**src/rtl/pe_load_ctrl.sv**
```systemverilog
// Load controller for a processing element: streams an address phase then a data phase
// into the PE pipeline, strobes compute, and waits for the PE to finish.
module pe_load_ctrl #(
   parameter int unsigned DATA_WIDTH = 24,
   parameter int unsigned MAX_BEATS  = 16,
   localparam int unsigned BW        = $clog2(MAX_BEATS + 1)
) (
   input  logic                  clk_i,
   input  logic                  rst_ni,
   input  logic                  start_i,
   input  logic                  abort_i,
   input  logic [BW-1:0]         addr_beats_i,
   input  logic [BW-1:0]         data_beats_i,
   input  logic                  s_valid_i,
   output logic                  s_ready_o,
   input  logic [DATA_WIDTH-1:0] s_data_i,
   output logic                  pipe_enable_o,
   output logic [DATA_WIDTH-1:0] pipe_data_o,
   output logic                  pipe_compute_o,
   input  logic                  pe_done_i,
   output logic                  busy_o,
   output logic                  done_o,
   output logic                  cfg_err_o
);

   typedef enum logic [2:0] {
      StIdle,
      StLoadAddr,
      StLoadData,
      StCompute,
      StWaitDone
   } state_e;

   localparam logic [BW-1:0] MaxBeatsW = BW'(MAX_BEATS);

   state_e                state_q, state_d;
   logic [BW-1:0]         cnt_q, cnt_d;
   logic [BW-1:0]         addr_beats_q, addr_beats_d;
   logic [BW-1:0]         data_beats_q, data_beats_d;
   logic                  pipe_enable_q, pipe_enable_d;
   logic [DATA_WIDTH-1:0] pipe_data_q, pipe_data_d;
   logic                  pipe_compute_q, pipe_compute_d;
   logic                  done_q, done_d;
   logic                  cfg_err_q, cfg_err_d;

   logic                  accept;
   logic                  cfg_ok;
   logic [BW-1:0]         cnt_inc;

   assign cfg_ok = (addr_beats_i != '0) && (addr_beats_i <= MaxBeatsW) &&
                   (data_beats_i != '0) && (data_beats_i <= MaxBeatsW);

   // Ready is bounded by the latched count, so the counter can never pass it or wrap.
   always_comb begin
      s_ready_o = 1'b0;
      if (state_q == StLoadAddr) begin
         s_ready_o = (cnt_q < addr_beats_q);
      end else if (state_q == StLoadData) begin
         s_ready_o = (cnt_q < data_beats_q);
      end
   end

   assign accept  = s_valid_i & s_ready_o;
   assign cnt_inc = cnt_q + BW'(1);

   always_comb begin
      state_d        = state_q;
      cnt_d          = cnt_q;
      addr_beats_d   = addr_beats_q;
      data_beats_d   = data_beats_q;
      pipe_enable_d  = accept & ~abort_i;
      pipe_data_d    = pipe_data_q;
      pipe_compute_d = 1'b0;
      done_d         = 1'b0;
      cfg_err_d      = 1'b0;

      if (pipe_enable_d) begin
         pipe_data_d = s_data_i;
      end

      // Abort wins over everything once a job is running, including pe_done_i.
      if (state_q != StIdle && abort_i) begin
         state_d        = StIdle;
         cnt_d          = '0;
         pipe_compute_d = 1'b1;
      end else begin
         case (state_q)
            StIdle: begin
               if (start_i) begin
                  if (cfg_ok) begin
                     addr_beats_d = addr_beats_i;
                     data_beats_d = data_beats_i;
                     cnt_d        = '0;
                     state_d      = StLoadAddr;
                  end else begin
                     cfg_err_d = 1'b1;
                  end
               end
            end
            StLoadAddr: begin
               if (accept) begin
                  if (cnt_inc == addr_beats_q) begin
                     cnt_d   = '0;
                     state_d = StLoadData;
                  end else begin
                     cnt_d = cnt_inc;
                  end
               end
            end
            StLoadData: begin
               if (accept) begin
                  cnt_d = cnt_inc;
                  if (cnt_inc == data_beats_q) begin
                     state_d = StCompute;
                  end
               end
            end
            StCompute: begin
               pipe_compute_d = 1'b1;
               state_d        = StWaitDone;
            end
            StWaitDone: begin
               if (pe_done_i) begin
                  done_d  = 1'b1;
                  state_d = StIdle;
               end
            end
            default: state_d = StIdle;
         endcase
      end
   end

   always_ff @(posedge clk_i or negedge rst_ni) begin
      if (!rst_ni) begin
         state_q        <= StIdle;
         cnt_q          <= '0;
         addr_beats_q   <= '0;
         data_beats_q   <= '0;
         pipe_enable_q  <= 1'b0;
         pipe_data_q    <= '0;
         pipe_compute_q <= 1'b0;
         done_q         <= 1'b0;
         cfg_err_q      <= 1'b0;
      end else begin
         state_q        <= state_d;
         cnt_q          <= cnt_d;
         addr_beats_q   <= addr_beats_d;
         data_beats_q   <= data_beats_d;
         pipe_enable_q  <= pipe_enable_d;
         pipe_data_q    <= pipe_data_d;
         pipe_compute_q <= pipe_compute_d;
         done_q         <= done_d;
         cfg_err_q      <= cfg_err_d;
      end
   end

   assign busy_o         = (state_q != StIdle);
   assign pipe_enable_o  = pipe_enable_q;
   assign pipe_data_o    = pipe_data_q;
   assign pipe_compute_o = pipe_compute_q;
   assign done_o         = done_q;
   assign cfg_err_o      = cfg_err_q;

endmodule

```
**config.mk**
```make
export PLATFORM = sky130hd
export DESIGN_NAME = pe_load_ctrl
export DESIGN_NICKNAME = d
export VERILOG_FILES = /design/src/rtl/pe_load_ctrl.sv
export SDC_FILE = /design/constraint.sdc
export NUM_CORES = 1
export LEC_CHECK = 0
export CORE_ASPECT_RATIO = 1.1
export CORE_UTILIZATION = 44
export CTS_BUF_LIST = sky130_fd_sc_hd__clkbuf_2 sky130_fd_sc_hd__clkbuf_4 sky130_fd_sc_hd__clkbuf_8
export CTS_CLUSTER_SIZE = 25
export DETAILED_ROUTE_END_ITERATION = 7
export PLACE_DENSITY = 0.78
export SLEW_MARGIN = 15
export SYNTH_ARGS = -nofsm -noshare
export SYNTH_HDL_FRONTEND = slang
export SYNTH_SLANG_ARGS = --single-unit
```
**constraint.sdc**
```tcl
create_clock -name clk_i -period 2.05 [get_ports clk_i]
set_input_delay 0.41 -clock clk_i [delete_from_list [all_inputs] [get_ports clk_i]]
set_output_delay 0.41 -clock clk_i [all_outputs]
set_load 0.03 [all_outputs]
```
==> results.json <==
{
  "status": "finished with violations",
  "failed_checks": "setup timing",
  "core_area_sq_mm": 0.005101,
  "finalCritPeriodShare_pct": 102.8,
  "power_frac_comb_pct": 61.4,
  "design_area_sq_mm": 0.003794,
  "yosys.area.top_type": "dfrtp_1",
  "whs_ps": 171.3,
  "syn_nets": 244,
  "grt_use_met3_pct": 3.934,
  "cap_violations": 0,
  "busiest_layer": "met2",
  "h-tree-depth": 2,
  "seqPwrFrac_pct": 28.2,
  "power.leakage_nw": 1.671,
  "avgRoutedWirePerCell_microns": 17.55,
  "grtUsageMet2_pct": 36.23,
  "cts_buffer_depth": 2,
  "internal-power_mw": 3.263,
  "timing.rr.end": "pipe_data_o[5]",
  "ys_seq_elements": 46,
  "hold_viol_final": 0,
  "power.total_mw": 5.525,
  "postCtsHoldBufs": 0,
  "synth_top_area_share_pct": 48.73,
  "areaGrowthSynthToFinish_pct": 60.59,
  "p_per_area_mw_per_mm2": 1456,
  "start_util_pct": 46.31,
  "startpoint": "cnt_q[3]",
  "place_congestion": 0.8636,
  "clk_pin_slew_worst_paths_ps": 90,
  "reg2reg_slack_ps": -60,
  "grt_setup_unrepaired": "yes",
  "final_cell_mix": "58 x clkdlybuf4s50_1, 42 x dfrtp_1, 36 x buf_4",
  "io_pins": 70,
  "grt_max_degree": 47,
  "utilization_pct": 74.37,
  "die_w_microns": 71.86,
  "cp.arrival_ps": 2300,
  "root_buffer": "clkbuf_8",
  "via_per_inst": 5.350,
  "cts-buffers-inserted": 5,
  "grt_usage_pct": 21.70,
  "vdd_drop_max_v": 0.0009664,
  "slew_viol_final": 0,
  "r2r-start": "cnt_q[3]",
  "globalRouteMet1Util_pct": 28.83,
  "dr.pass1.iters": 4,
  "drtIter0Drc": 138,
  "clkSinkCount": 46,
  "post_dp_cell_area_sq_mm": 0.003401,
  "diodes": 0,
  "layout_commonest_cell": "clkdlybuf4s50_1",
  "ys_seq_area_share_pct": 48.73,
  "worstHoldPathType": "primary input to asynchronous set/reset pin",
  "syn_inst": 193,
  "ys_types": 43,
  "placementRows": 27,
  "slew_headroom_pct": 61.21,
  "preCtsSetupSlack_ps": -591.0,
  "port_buffers": 69,
  "worst_clock_skew_ps": 4.661,
  "clock_power_share_pct": 10.4,
  "tightest_slew_ps": 581.8,
  "synthTopCellsByArea": "dfrtp_1 49%, mux2_2 17%, ha_1 5.8%",
  "ant_nets": 0,
  "grt_pass1_wl_microns": 9315,
  "antenna_found_initial": 0,
  "switching_share_pct": 40.94,
  "r2r_cells": 8,
  "mappedNetlistArea_sq_mm": 0.002362,
  "grt_overflow": 0,
  "end_kind": "register",
  "period_needed_ps": 2108,
  "hpwl_microns": 4160,
  "die-height_microns": 78.85,
  "ys.warnings.count": 0,
  "final_nets": 355,
  "drc_errors": 0,
  "finalWirelength_microns": 6617,
  "cts_tree": "yes",
  "critPathLaunchType": "register",
  "finalSetupViolations": 25,
  "postSynthAreaPerCell_sq_um": 12.24,
  "drive_above_1_share_pct": 43.61,
  "die-area_sq_mm": 0.005666,
  "worstSetupPathType": "register to register",
  "power_switching_mw": 2.262,
  "final.setup.worst_slack_ps": -58.32,
  "worst-path-max-fanout": 6,
  "route.vias.total": 2017,
  "critPathRequiredTime_ps": 2240,
  "grt_pass1_vias": 1876,
  "insertion_delay_ps": 310,
  "fmax_ghz": 0.4743
}
[layer usage]
metal	vias to the layer above	part of all wire (%)
met4	0	2.8
met3	20	5.4
li1	907	-
met2	79	51
met5	-	0
met1	1011	41
[logic make-up (layout without fill, tap and decap cells)]
kind of cell | count (synthesis) | after routing | synth area share, %
AOI/OAI and AO/OA | 26 | 26 | 8.739
buffers and inverters | 18 | 130 | 3.866
muxes | 36 | 36 | 17.16
DFF | 46 | 46 | 48.73
xor gates and xnor gates | 14 | 14 | 5.773
and+or+nand+nor | 42 | 42 | 9.905
adders and majority gates | 11 | 11 | 5.826
[per-stage QoR]
step           cells  setup TNS [ps]
2_1_floorplan    193          -74.93
3_3_place_gp     361           -5081
3_5_place_dp     361           -6511
4_1_cts          370          -807.1
5_1_grt          377           -2276
6_report         377          -985.5
[synthesized netlist by cell type, drive strengths merged]
cell     number
dfrtp        46
mux2         36
inv          13
ha           11
nor2         11
xnor2        10
nand2         8
a21oi         6
nor3          5
o21ai         5
buf           4
nand3         3
nor4          3
xor2          3
a221o         2
a31oi         2
nand2b        2
nand4         2
nor2b         2
nor3b         2
o211ai        2
or2           2
a211oi        1
a22o          1
a311oi        1
a41oi         1
and2b         1
clkbuf        1
nand3b        1
o21bai        1
o22ai         1
o2bb2ai       1
o41a          1
o41ai         1
xnor3         1
[repair_timing]
| item | 4_1_cts | 5_1_grt |
|---|---|---|
| pin swaps | 13 | 17 |
| setup buffers | 2 | 4 |
| cloned | 0 | 3 |
| resized for setup | 21 | 24 |
| endpoints found under the setup margin | 19 | 43 |
[worst max-delay path, cell delays in order, from the launching register on]
cell and delay (ps):
dfrtp_2 430, ha_1 320, o211ai_1 150, a21oi_4 200, o22ai_4 110, buf_4 150
nand3b_4 130, clkbuf_16 180, mux2_2 330
[worst max-delay path by stage]
stage                      end  slack (ps)  cells after the start
2_1_floorplan         cnt_q[2]         -30                      7
3_5_place_dp        state_q[0]        -590                      7
5_1_grt        pipe_data_o[11]         -90                      8
6_report        pipe_data_o[5]         -60                      8
3_3_place_gp        state_q[0]        -490                      7
4_1_cts              s_ready_o         -50                      5
[final cells by class]
cell class                 count  area, sq um
tap                           72        90.09
clock buffer                   6        76.32
clock inverter                 2        13.76
sequential                    46         1156
timing repair buffer         109         1040
fill                         324         1308
multi-input combinational    129         1369
inverter                      13        48.80
[power groups by stage]
stage	combinational, mW	sequential (mW)	clock (mW)
floorplan	1.21	2.03	0
global placement	2.87	1.52	0
detailed placement	2.92	1.54	0
CTS	3.04	1.54	0.586
global route	3.57	1.61	0.620
finish	3.39	1.56	0.572
[sequential cells by signal, summed over array words and instances, names as in the netlist]
name	flops
pipe_compute_o	1
cfg_err_o	1
addr_beats_q	5
pipe_data_o	24
done_o	1
pipe_enable_o	1
state_q	3
cnt_q	5
data_beats_q	5
Power figures use the tool's default switching activity.
